==> src/rtl/score_keeper.sv <==
// Score bus source: counts apple events, saturates, tracks high score and speed level,
// and issues the one-cycle sync_reset pulse that clears score consumers at game start.
module score_keeper #(
  parameter int unsigned MaxScore  = 99,
  parameter int unsigned LevelStep = 10,
  parameter int unsigned MaxLevel  = 7
) (
  input  logic       clock_25_i,
  input  logic       reset_ni,
  input  logic       start_game_i,
  input  logic       apple_eaten_i,
  input  logic       collision_i,
  output logic [6:0] score_o,
  output logic [6:0] high_score_o,
  output logic       sync_reset_o,
  output logic       game_active_o,
  output logic       new_record_o,
  output logic [2:0] speed_level_o
);

  localparam int unsigned SubW = (LevelStep > 1) ? $clog2(LevelStep) : 1;
  localparam logic [6:0]      MaxScoreL = 7'(MaxScore);
  localparam logic [SubW-1:0] SubLast   = SubW'(LevelStep - 1);
  localparam logic [2:0]      MaxLevelL = 3'(MaxLevel);

  typedef enum logic [1:0] {StIdle, StClear, StPlay, StOver} state_e;

  state_e          state_q;
  logic [6:0]      score_q, high_score_q, hs_base_q;
  logic [2:0]      level_q;
  logic [SubW-1:0] sub_q;
  logic            sync_reset_q, game_active_q, new_record_q;

  logic armed_q;
  logic start_q, apple_q, coll_q;
  logic start_rise_q, apple_rise_q, coll_rise_q;

  logic [6:0] score_inc;
  assign score_inc = score_q + 7'd1;

  // armed_q suppresses the first sample after reset so a level held through reset is no edge.
  always_ff @(posedge clock_25_i or negedge reset_ni) begin
    if (!reset_ni) begin
      armed_q      <= 1'b0;
      start_q      <= 1'b0;
      apple_q      <= 1'b0;
      coll_q       <= 1'b0;
      start_rise_q <= 1'b0;
      apple_rise_q <= 1'b0;
      coll_rise_q  <= 1'b0;
    end else begin
      armed_q      <= 1'b1;
      start_q      <= start_game_i;
      apple_q      <= apple_eaten_i;
      coll_q       <= collision_i;
      start_rise_q <= armed_q & start_game_i & ~start_q;
      apple_rise_q <= armed_q & apple_eaten_i & ~apple_q;
      coll_rise_q  <= armed_q & collision_i & ~coll_q;
    end
  end

  always_ff @(posedge clock_25_i or negedge reset_ni) begin
    if (!reset_ni) begin
      state_q       <= StIdle;
      score_q       <= '0;
      high_score_q  <= '0;
      hs_base_q     <= '0;
      level_q       <= '0;
      sub_q         <= '0;
      sync_reset_q  <= 1'b0;
      game_active_q <= 1'b0;
      new_record_q  <= 1'b0;
    end else begin
      sync_reset_q <= 1'b0;
      unique case (state_q)
        StIdle, StOver: begin
          // Clear on entry to StClear so score reads 0 exactly while sync_reset is high.
          if (start_rise_q) begin
            state_q      <= StClear;
            sync_reset_q <= 1'b1;
            score_q      <= '0;
            level_q      <= '0;
            sub_q        <= '0;
            new_record_q <= 1'b0;
            hs_base_q    <= high_score_q;
          end
        end
        StClear: begin
          state_q       <= StPlay;
          game_active_q <= 1'b1;
        end
        StPlay: begin
          if (apple_rise_q && (score_q < MaxScoreL)) begin
            score_q <= score_inc;
            if (score_inc > high_score_q) high_score_q <= score_inc;
            if (score_inc > hs_base_q)    new_record_q <= 1'b1;
            if (sub_q == SubLast) begin
              sub_q <= '0;
              if (level_q < MaxLevelL) level_q <= level_q + 3'd1;
            end else begin
              sub_q <= sub_q + SubW'(1);
            end
          end
          if (coll_rise_q) begin
            state_q       <= StOver;
            game_active_q <= 1'b0;
          end
        end
      endcase
    end
  end

  assign score_o       = score_q;
  assign high_score_o  = high_score_q;
  assign sync_reset_o  = sync_reset_q;
  assign game_active_o = game_active_q;
  assign new_record_o  = new_record_q;
  assign speed_level_o = level_q;

endmodule
==> config.mk <==
export PLATFORM = sky130hd
export DESIGN_NAME = score_keeper
export DESIGN_NICKNAME = d
export VERILOG_FILES = /design/src/rtl/score_keeper.sv
export SDC_FILE = /design/constraint.sdc
export NUM_CORES = 1
export LEC_CHECK = 0
export ABC_AREA = 0
export CORE_MARGIN = 2
export CORE_UTILIZATION = 45
export CTS_CLUSTER_DIAMETER = 100
export CTS_CLUSTER_SIZE = 14
export DETAILED_ROUTE_END_ITERATION = 8
export GPL_TIMING_DRIVEN = 0
export PLACE_DENSITY = 0.69
export RECOVER_POWER = 50
export SLEW_MARGIN = 20
export SYNTH_ARGS = -nofsm -noshare
export SYNTH_HDL_FRONTEND = slang
export SYNTH_SLANG_ARGS = --single-unit
export TNS_END_PERCENT = 10
==> constraint.sdc <==
create_clock -name clock_25_i -period 3.2 [get_ports clock_25_i]
set_clock_uncertainty 0.15 [all_clocks]
set_input_delay 0.64 -clock clock_25_i [delete_from_list [all_inputs] [get_ports clock_25_i]]
set_output_delay 0.64 -clock clock_25_i [all_outputs]
set_load 0.03 [all_outputs]
Yosys cells after proc, flatten, opt, wreduce, memory -nomap -nowiden
Cells that the tools add are included.

Flip-flop bits (word level): 40. Input bits: 5. Output and inout bits: 20. Logic and storage cells: 77.

Add/subtract/negate cells: 3. Order comparisons: 4. Equality and inequality tests: 10. Multiplexer cells: 23. Bitwise logic cells: 9. Reductions and logical operators: 12.

Operators with widths (count): $gt 7x7->1 (2); $mux 7 (2); $pmux 7 s2 (1); $mux 3 (4); $mux 4 (3); $ne 2x2->1 const B (6); $pmux 4 s2 (1); $add 7x1->7 const B (1); $lt 7x7->1 const B (1); $and 1x1->1 (6); $mux 1 (6); $pmux 2 s3 (1); $pmux 3 s2 (1); $reduce_and 2->1 (3); $reduce_and 3->1 (2); $reduce_and 5->1 (1); $add 4x1->4 const B (1); $eq 2x2->1 const B (2); $eq 4x4->1 const B (1); $mux 2 (2); $pmux 1 s2 (2); $reduce_and 4->1 (1); $reduce_bool 2->1 (2); $add 3x1->3 const B (1); other kinds (6) (8).

Longest topological paths before layout
Gate-level depths: netlist of run 1.

Depth in word-level cells: 5. Gate-level depth with buffers: 9. Mapped depth without buffers: 8.

Worst setup path after synthesis of run 1
Ideal clock, no wire load.

Kind: flip-flop to flip-flop. Start: register score_q[3], in the netlist score_o[3]. End: register high_score_q[1], in the netlist high_score_o[1]. Arrival: 2.538 ns. Data required time: 2.925 ns. Path slack: 0.387 ns. Cell stages (with the launch flop): 9. Path buffers: 0. Period minus slack after synthesis: 2.813 ns. Cell sequence: dfrtp_1 -> and3_2 -> nand3_1 -> xnor2_1 -> ha_1 -> and3_1 -> a221oi_1 -> a21boi_4 -> mux2_2.

Word-level cells in the longest chain between the ends: 3. Elaborated cells on any way between the ends: 5. Those cells by class: 1 x add/sub; 2 x order compare; 2 x reduce/logical.

RTL lines: start, declared (line 29) `logic [6:0] score_q, high_score_q, hs_base_q;`; start signal, assigned (line 94) `score_q <= score_inc;`; $add 7x1->7 (line 39) `assign score_inc = score_q + 7'd1;`; named net score_inc[5] (line 38) `logic [6:0] score_inc;`; $gt 7x7->1 (line 95) `if (score_inc > high_score_q) high_score_q <= score_inc;`; $reduce_and 3->1 (no source line); end signal, assigned (line 95); end, declared (line 29).

The timed path passes the listed nets, and every way through them passes these cells. A chain may end at the register's enable or synchronous reset.

Final worst setup path of run 1
Start: register score_q[3], in the netlist score_o[3]. End: register high_score_q[4], in the netlist high_score_o[4].

The elaborated chain is that of the path after synthesis.

==> results.py, run 1 <==
metrics = {
    "min_path": {
        "hold_class": "reg2reg",
        "hold_depth": 1,
        "min_to": "apple_rise_q",
        "min_from": "apple_q",
    },
    "clock_tree": {
        "cts.sinks": 40,
        "cts_tree": "yes",
        "cts.clk_slew.worst_paths_ns": 0.08,
        "cts.path.max_buffers": 2,
        "cts_root_buf": "clkbuf_8",
        "cts_buffers": 5,
        "post_cts_buffers": 0,
        "clkLatencyLatePin_ns": 0.29,
        "htreeDepth": 2,
    },
    "die": {
        "core_area_mm2": 0.00469,
        "io_pins": 25,
        "die_area_mm2": 0.00539,
        "die_h_um": 73.4,
        "die_x_um": 73.4,
        "initial_core_util_pct": 46.2,
        "rows": 25,
    },
    "critical_path": {
        "arrival_ns": 2.93,
        "critPathMaxFanout": 7,
        "r2r_end": "high_score_o[4]",
        "cp-end-kind": "flip-flop",
        "worstPathRequired_ns": 3.23,
        "r2r_start": "score_o[3]",
        "crit_type": "reg2reg",
        "r2r_cells": 8,
        "start_kind": "flip-flop",
        "reg2reg_slack_ns": 0.30,
    },
    "sta": {
        "hold_viol": 0,
        "fmax_mhz": 345,
        "fin_setup_tns_ns": 0,
        "fin_crit_ns": 2.90,
        "post-route-period-util_pct": 90.6,
        "setup_viol": 0,
        "maxSlewViolCount": 0,
        "worst_pin_slew_ns": 1.30,
        "rsz0062_at_grt": "no",
        "slew_headroom_pct": 13.3,
    },
    "synth": {
        "synthDistinctLibCells": 38,
        "yosysTopAreaCellShare_pct": 46.1,
        "syn_inst": 214,
        "ys.flop_type": "dfrtp_1",
        "ys_seq_area_share_pct": 46.1,
        "synth_edf_count": 0,
        "syn_nets": 241,
        "synth_warnings": 0,
        "async_flop_share_pct": 100,
        "yosysMostFrequentCell": "dfrtp_1",
        "syn_area_mm2": 0.00217,
        "ys_ff_latch": 40,
        "synth_common_cells": "dfrtp_1, nand2_1, ha_1, inv_1, o21ai_0",
        "yosys.area.top_type": "dfrtp_1",
        "syn_avg_cell_area_um2": 10.1,
        "synth.area.top_cells": "dfrtp_1, ha_1, nand2_1",
    },
    "final_layout": {
        "fill_cells": 411,
        "nets": 273,
        "drive_gt1_share_pct": 10.9,
        "area_growth_pct": 19.1,
        "multi_input_area_mm2": 0.00105,
        "antennaDiodeCount": 0,
        "area.sequential_mm2": 0.00100,
    },
    "power_and_ir_drop": {
        "p_per_area_mw_per_mm2": 560,
        "power_w": 0.00145,
        "p_leak_nw": 1.20,
        "peakVddDrop_v": 0.000332,
    },
    "drt": {
        "routed_wl_um": 4000,
        "drc_errors": 0,
        "postRouteAntennaNets": 0,
        "drt-initial-drc-count": 60,
        "first_pass_iters": 4,
        "wl_per_cell_um": 13.3,
        "via_count": 1584,
        "vias_per_cell": 5.26,
    },
    "status": {
        "status": "completed",
    },
    "placed_design": {
        "hpwlAfterDp_um": 3030,
        "gp_congestion": 0.811,
        "port_buffers": 24,
    },
    "global_routing": {
        "grt_max_degree": 25,
        "grt_use_total_pct": 16.9,
        "grt_overflow_total": 0,
        "use_met2_pct": 28.1,
        "busiest_layer": "met2",
        "grtUsageMet3_pct": 3.29,
        "grt_pass1_vias": 1533,
        "antenna_found_initial": 0,
        "use_met1_pct": 22.8,
        "grt_pass1_wl_um": 7130,
    },
    "flow_run": {
        "max-cap-violations": 0,
    },
}
critical path, cell delays in order, from the launching register on:
cell      delay, ns
dfrtp_1        0.52
and3_2         0.23
nand3_1        0.08
xnor2_1        0.34
ha_1           0.32
and3_1         0.23
a221oi_1       0.44
a21boi_4       0.18
mux2_2         0.30
cells by family after synthesis:
logic type	share of synthesized area, %
compound gates	14.8
xor+xnor	2.02
fa+ha+maj	12.7
buf+inv	5.25
flops	46.1
mux	3.58
other cells	0.173
simple gates	15.4
worst max-delay path by stage:
stage / cells past startpoint / endpoint / slack (ns) / from
floorplan: 8 / high_score_o[1] / 0.39 / score_o[3]
global placement: 8 / high_score_o[1] / 0.23 / score_o[0]
detailed placement: 8 / high_score_o[4] / 0.22 / score_o[0]
CTS: 8 / high_score_o[4] / 0.19 / score_o[0]
global route: 8 / high_score_o[4] / 0.1 / score_o[1]
finish: 8 / high_score_o[4] / 0.30 / score_o[3]
layer usage:
| metal | part of all wire (%) | vias up |
|---|---|---|
| met5 | 0 | - |
| met4 | 1.0 | 0 |
| met2 | 47 | 29 |
| li1 | - | 809 |
| met1 | 49 | 742 |
| met3 | 3.2 | 4 |
state kept, by name, summed over array words and instances (netlist names), 2 cells and up:
register       flops
high_score_o       7
hs_base_q          7
score_o            7
speed_level_o      3
state_q            2
sub_q              4
placed cells by master, fill, tap and decap left out, types with 2 or more instances in the layout:
| cell type | n |
|---|---|
| a31oi_1 | 4 |
| xnor2_1 | 4 |
| ha_1 | 22 |
| and3_1 | 4 |
| and3_2 | 2 |
| clkbuf_1 | 6 |
| a211oi_2 | 3 |
| nand2_1 | 30 |
| buf_6 | 2 |
| o22ai_1 | 2 |
| inv_1 | 20 |
| a21o_1 | 2 |
| nand3_1 | 13 |
| nor2b_1 | 3 |
| dfrtp_1 | 39 |
| o21ai_0 | 16 |
| o31ai_1 | 3 |
| a21oi_1 | 2 |
| clkdlybuf4s50_1 | 20 |
| nand2b_1 | 3 |
| nor2_1 | 12 |
| and4_1 | 2 |
| mux2_2 | 6 |
| dlygate4sd3_1 | 3 |
| clkbuf_8 | 5 |
stage by stage:
| stage | cell area [um^2] | util, % | hold slack, ns | worst slack, ns | std cells |
|---|---|---|---|---|---|
| after floorplan | 2170 | - | 0.194 | 0.387 | 214 |
| after global placement | 2480 | 52.8 | 0.230 | 0.235 | 292 |
| after detailed placement | 2490 | 53.1 | 0.230 | 0.218 | 293 |
| after CTS | 2600 | 55.4 | 0.120 | 0.186 | 301 |
| after global routing | 2580 | 55.1 | 0.256 | 0.100 | 301 |
| final | 2580 | 55.1 | 0.238 | 0.302 | 301 |
final cells by class:
type                            count  area share (%)
Timing Repair Buffer               25            9.20
Multi-Input combinational cell    148            40.8
Tap cell                           54            2.62
Clock buffer                        6            2.81
Clock inverter                      2            1.36
Buffer                              6            1.50
Sequential cell                    40            38.8
Inverter                           20            2.91
what timing repair did:
item	CTS	global route
hold buffers	0	0
gates resized for setup	0	1
setup endpoints to repair	0	6
where the power goes:
group	internal [W]	switching (W)
clock	0.000232	0.000180
combinational	0.000171	0.000274
sequential	0.000550	0.0000397
total	0.000953	0.000493
Note: power is estimated with default switching activity, not from simulation.
==> run 2, diff against run 1 <==
- CTS_BUF_LIST: unset -> sky130_fd_sc_hd__clkbuf_2 sky130_fd_sc_hd__clkbuf_4 sky130_fd_sc_hd__clkbuf_8
==> results.py, run 2 (same netlist as run 1, synthesis figures left out) <==
metrics = {
    "drt": {
        "first_pass_iters": 4,
        "via_count": 1571,
        "vias_per_cell": 5.22,
        "drc_errors": 0,
        "postRouteAntennaNets": 0,
        "routed_wl_um": 4010,
        "wl_per_cell_um": 13.3,
        "drt-initial-drc-count": 63,
    },
    "die": {
        "io_pins": 25,
        "rows": 25,
        "die_x_um": 73.4,
        "core_area_mm2": 0.00469,
        "die_area_mm2": 0.00539,
        "initial_core_util_pct": 46.2,
        "die_h_um": 73.4,
    },
    "placed_design": {
        "gp_congestion": 0.811,
        "place_area_mm2": 0.00249,
        "place_ws_ns": 0.218,
        "dp.cells": 293,
        "port_buffers": 24,
        "hpwlAfterDp_um": 3030,
    },
    "final_layout": {
        "stdcell_count": 301,
        "final_cell_mix": "dfrtp_1, nand2_1, ha_1",
        "final_common_cell": "dfrtp_1",
        "antennaDiodeCount": 0,
        "area_growth_pct": 19.3,
        "nets": 273,
        "post-route-cell-area_mm2": 0.00259,
        "drive_gt1_share_pct": 11.3,
        "area.sequential_mm2": 0.00100,
        "multi_input_area_mm2": 0.00105,
        "fill_cells": 411,
    },
    "power_and_ir_drop": {
        "p_per_area_mw_per_mm2": 563,
        "p_sw_w": 0.000494,
        "p_comb_share_pct": 30.6,
        "p_leak_nw": 1.20,
        "power_switching_share_pct": 33.9,
        "peakVddDrop_v": 0.000336,
        "power.internal_w": 0.000962,
        "p_clk_share_pct": 28.9,
        "power_frac_seq_pct": 40.5,
    },
    "clock_tree": {
        "cts.clk_slew.worst_paths_ns": 0.08,
        "cts.sinks": 40,
        "cts_tree": "yes",
        "cts_hold_buf": 0,
        "clkLatencyLatePin_ns": 0.29,
        "cts_root_buf": "clkbuf_8",
        "cts.path.max_buffers": 2,
        "htreeDepth": 2,
        "cts_buffers": 5,
    },
    "min_path": {
        "min_from": "apple_q",
        "hold_class": "reg2reg",
    },
    "critical_path": {
        "r2r_start": "score_o[3]",
        "cp-end-kind": "flip-flop",
        "critPathMaxFanout": 7,
        "path_delay_family": "compound AO/OA/AOI/OAI gates",
        "crit_path_cell_trace": "and3_2, nand3_1, xnor2_1, ha_1, and3_1, a221oi_1, a21boi_4, mux2_2",
        "crit_type": "reg2reg",
        "slowest_delay_ns": 0.51,
        "worstPathRequired_ns": 3.23,
        "critPathBufInv": 0,
        "arrival_ns": 2.91,
        "critPathSlowestCell": "dfrtp_1",
        "start_kind": "flip-flop",
        "worstSetupStartpoint": "score_o[3]",
    },
    "flow_run": {
        "max-cap-violations": 0,
    },
    "global_routing": {
        "grt_pass1_vias": 1550,
        "grt_max_degree": 25,
        "grt_overflow_total": 0,
        "antenna_found_initial": 0,
        "grt_pass1_wl_um": 7170,
        "grt_use_total_pct": 17.0,
    },
    "sta": {
        "rsz0062_at_grt": "no",
        "fin_crit_ns": 2.88,
        "post-route-period-util_pct": 90.1,
        "worst_pin_slew_ns": 1.30,
        "hold_viol": 0,
        "setup_viol": 0,
        "fmax_mhz": 347,
        "maxSlewViolCount": 0,
        "fin_ws_ns": 0.318,
        "slew_headroom_pct": 13.2,
        "fin_setup_tns_ns": 0,
    },
    "status": {
        "status": "completed",
    },
}
[run 2: cell types whose count changed in the layout (fill, tap and decap cells not counted)]
cell and change:
clkbuf_1 -1, clkbuf_4 +1
[run 2: cell type report]
type / count / share of cell area (%)
multi-input cells: 148 / 40.8
clock inverters: 2 / 1.35
clock buffers: 6 / 2.95
well taps: 54 / 2.61
inverters: 20 / 2.90
plain buffers: 6 / 1.50
flip-flops and latches: 40 / 38.7
repair buffers: 25 / 9.19
[run 2: worst reg2reg max path, cell delays in order, from the launching register on]
cell and delay, ns:
dfrtp_1 0.51, and3_2 0.23, nand3_1 0.08, xnor2_1 0.34, ha_1 0.32, and3_1 0.23, a221oi_1 0.44, a21boi_4 0.18
mux2_2 0.30
[run 2: what timing repair did]
action | 4_1_cts | 5_1_grt
setup buffers | 0 | 0
gates resized for setup | 0 | 1
setup endpoints to repair | 0 | 6
[run 2: metal layers]
metal / wire [um] / track usage (%) / part of all wire [%] / vias up
met4: 42 / 4.44 / 1.0 / 0
met2: 1870 / 28.3 / 47 / 28
met1: 1960 / 22.8 / 49 / 728
li1: - / - / - / 811
met3: 133 / 3.29 / 3.3 / 4
met5: 0 / 0 / 0 / -
[run 2: power by group through the flow]
stage / registers [W] / logic [W] / clock network (W)
floorplan: 0.000632 / 0.000282 / 0
finish: 0.000590 / 0.000445 / 0.000421
global route: 0.000599 / 0.000504 / 0.000450
detailed placement: 0.000600 / 0.000452 / 0
global placement: 0.000600 / 0.000443 / 0
CTS: 0.000590 / 0.000453 / 0.000427
[run 2: worst paths after layout]
path                       depth (start not counted)              end  slack (ns)
max                                                8  high_score_o[4]        0.32
max in group asynchronous                          2       score_o[0]        0.86
min reg2reg                                        1     apple_rise_q        0.24
min                                                1     apple_rise_q        0.24
max reg2reg                                        8  high_score_o[4]        0.32
min in group asynchronous                          1     sync_reset_o        0.28
[run 2: per-stage QoR]
stage	utilization, %	hold WS [ns]	power [W]
3_5_place_dp	53.1	0.230	0.00105
3_3_place_gp	52.8	0.230	0.00104
6_report	55.1	0.239	0.00146
4_1_cts	55.5	0.120	0.00147
5_1_grt	55.1	0.255	0.00155
2_1_floorplan	-	0.194	0.000914
==> run 3, diff against run 2 <==
- ABC_CLOCK_PERIOD_IN_PS: unset -> 3200
==> results of run 3 <==
Final layout, timing and power as in run 2 (identical DEF).
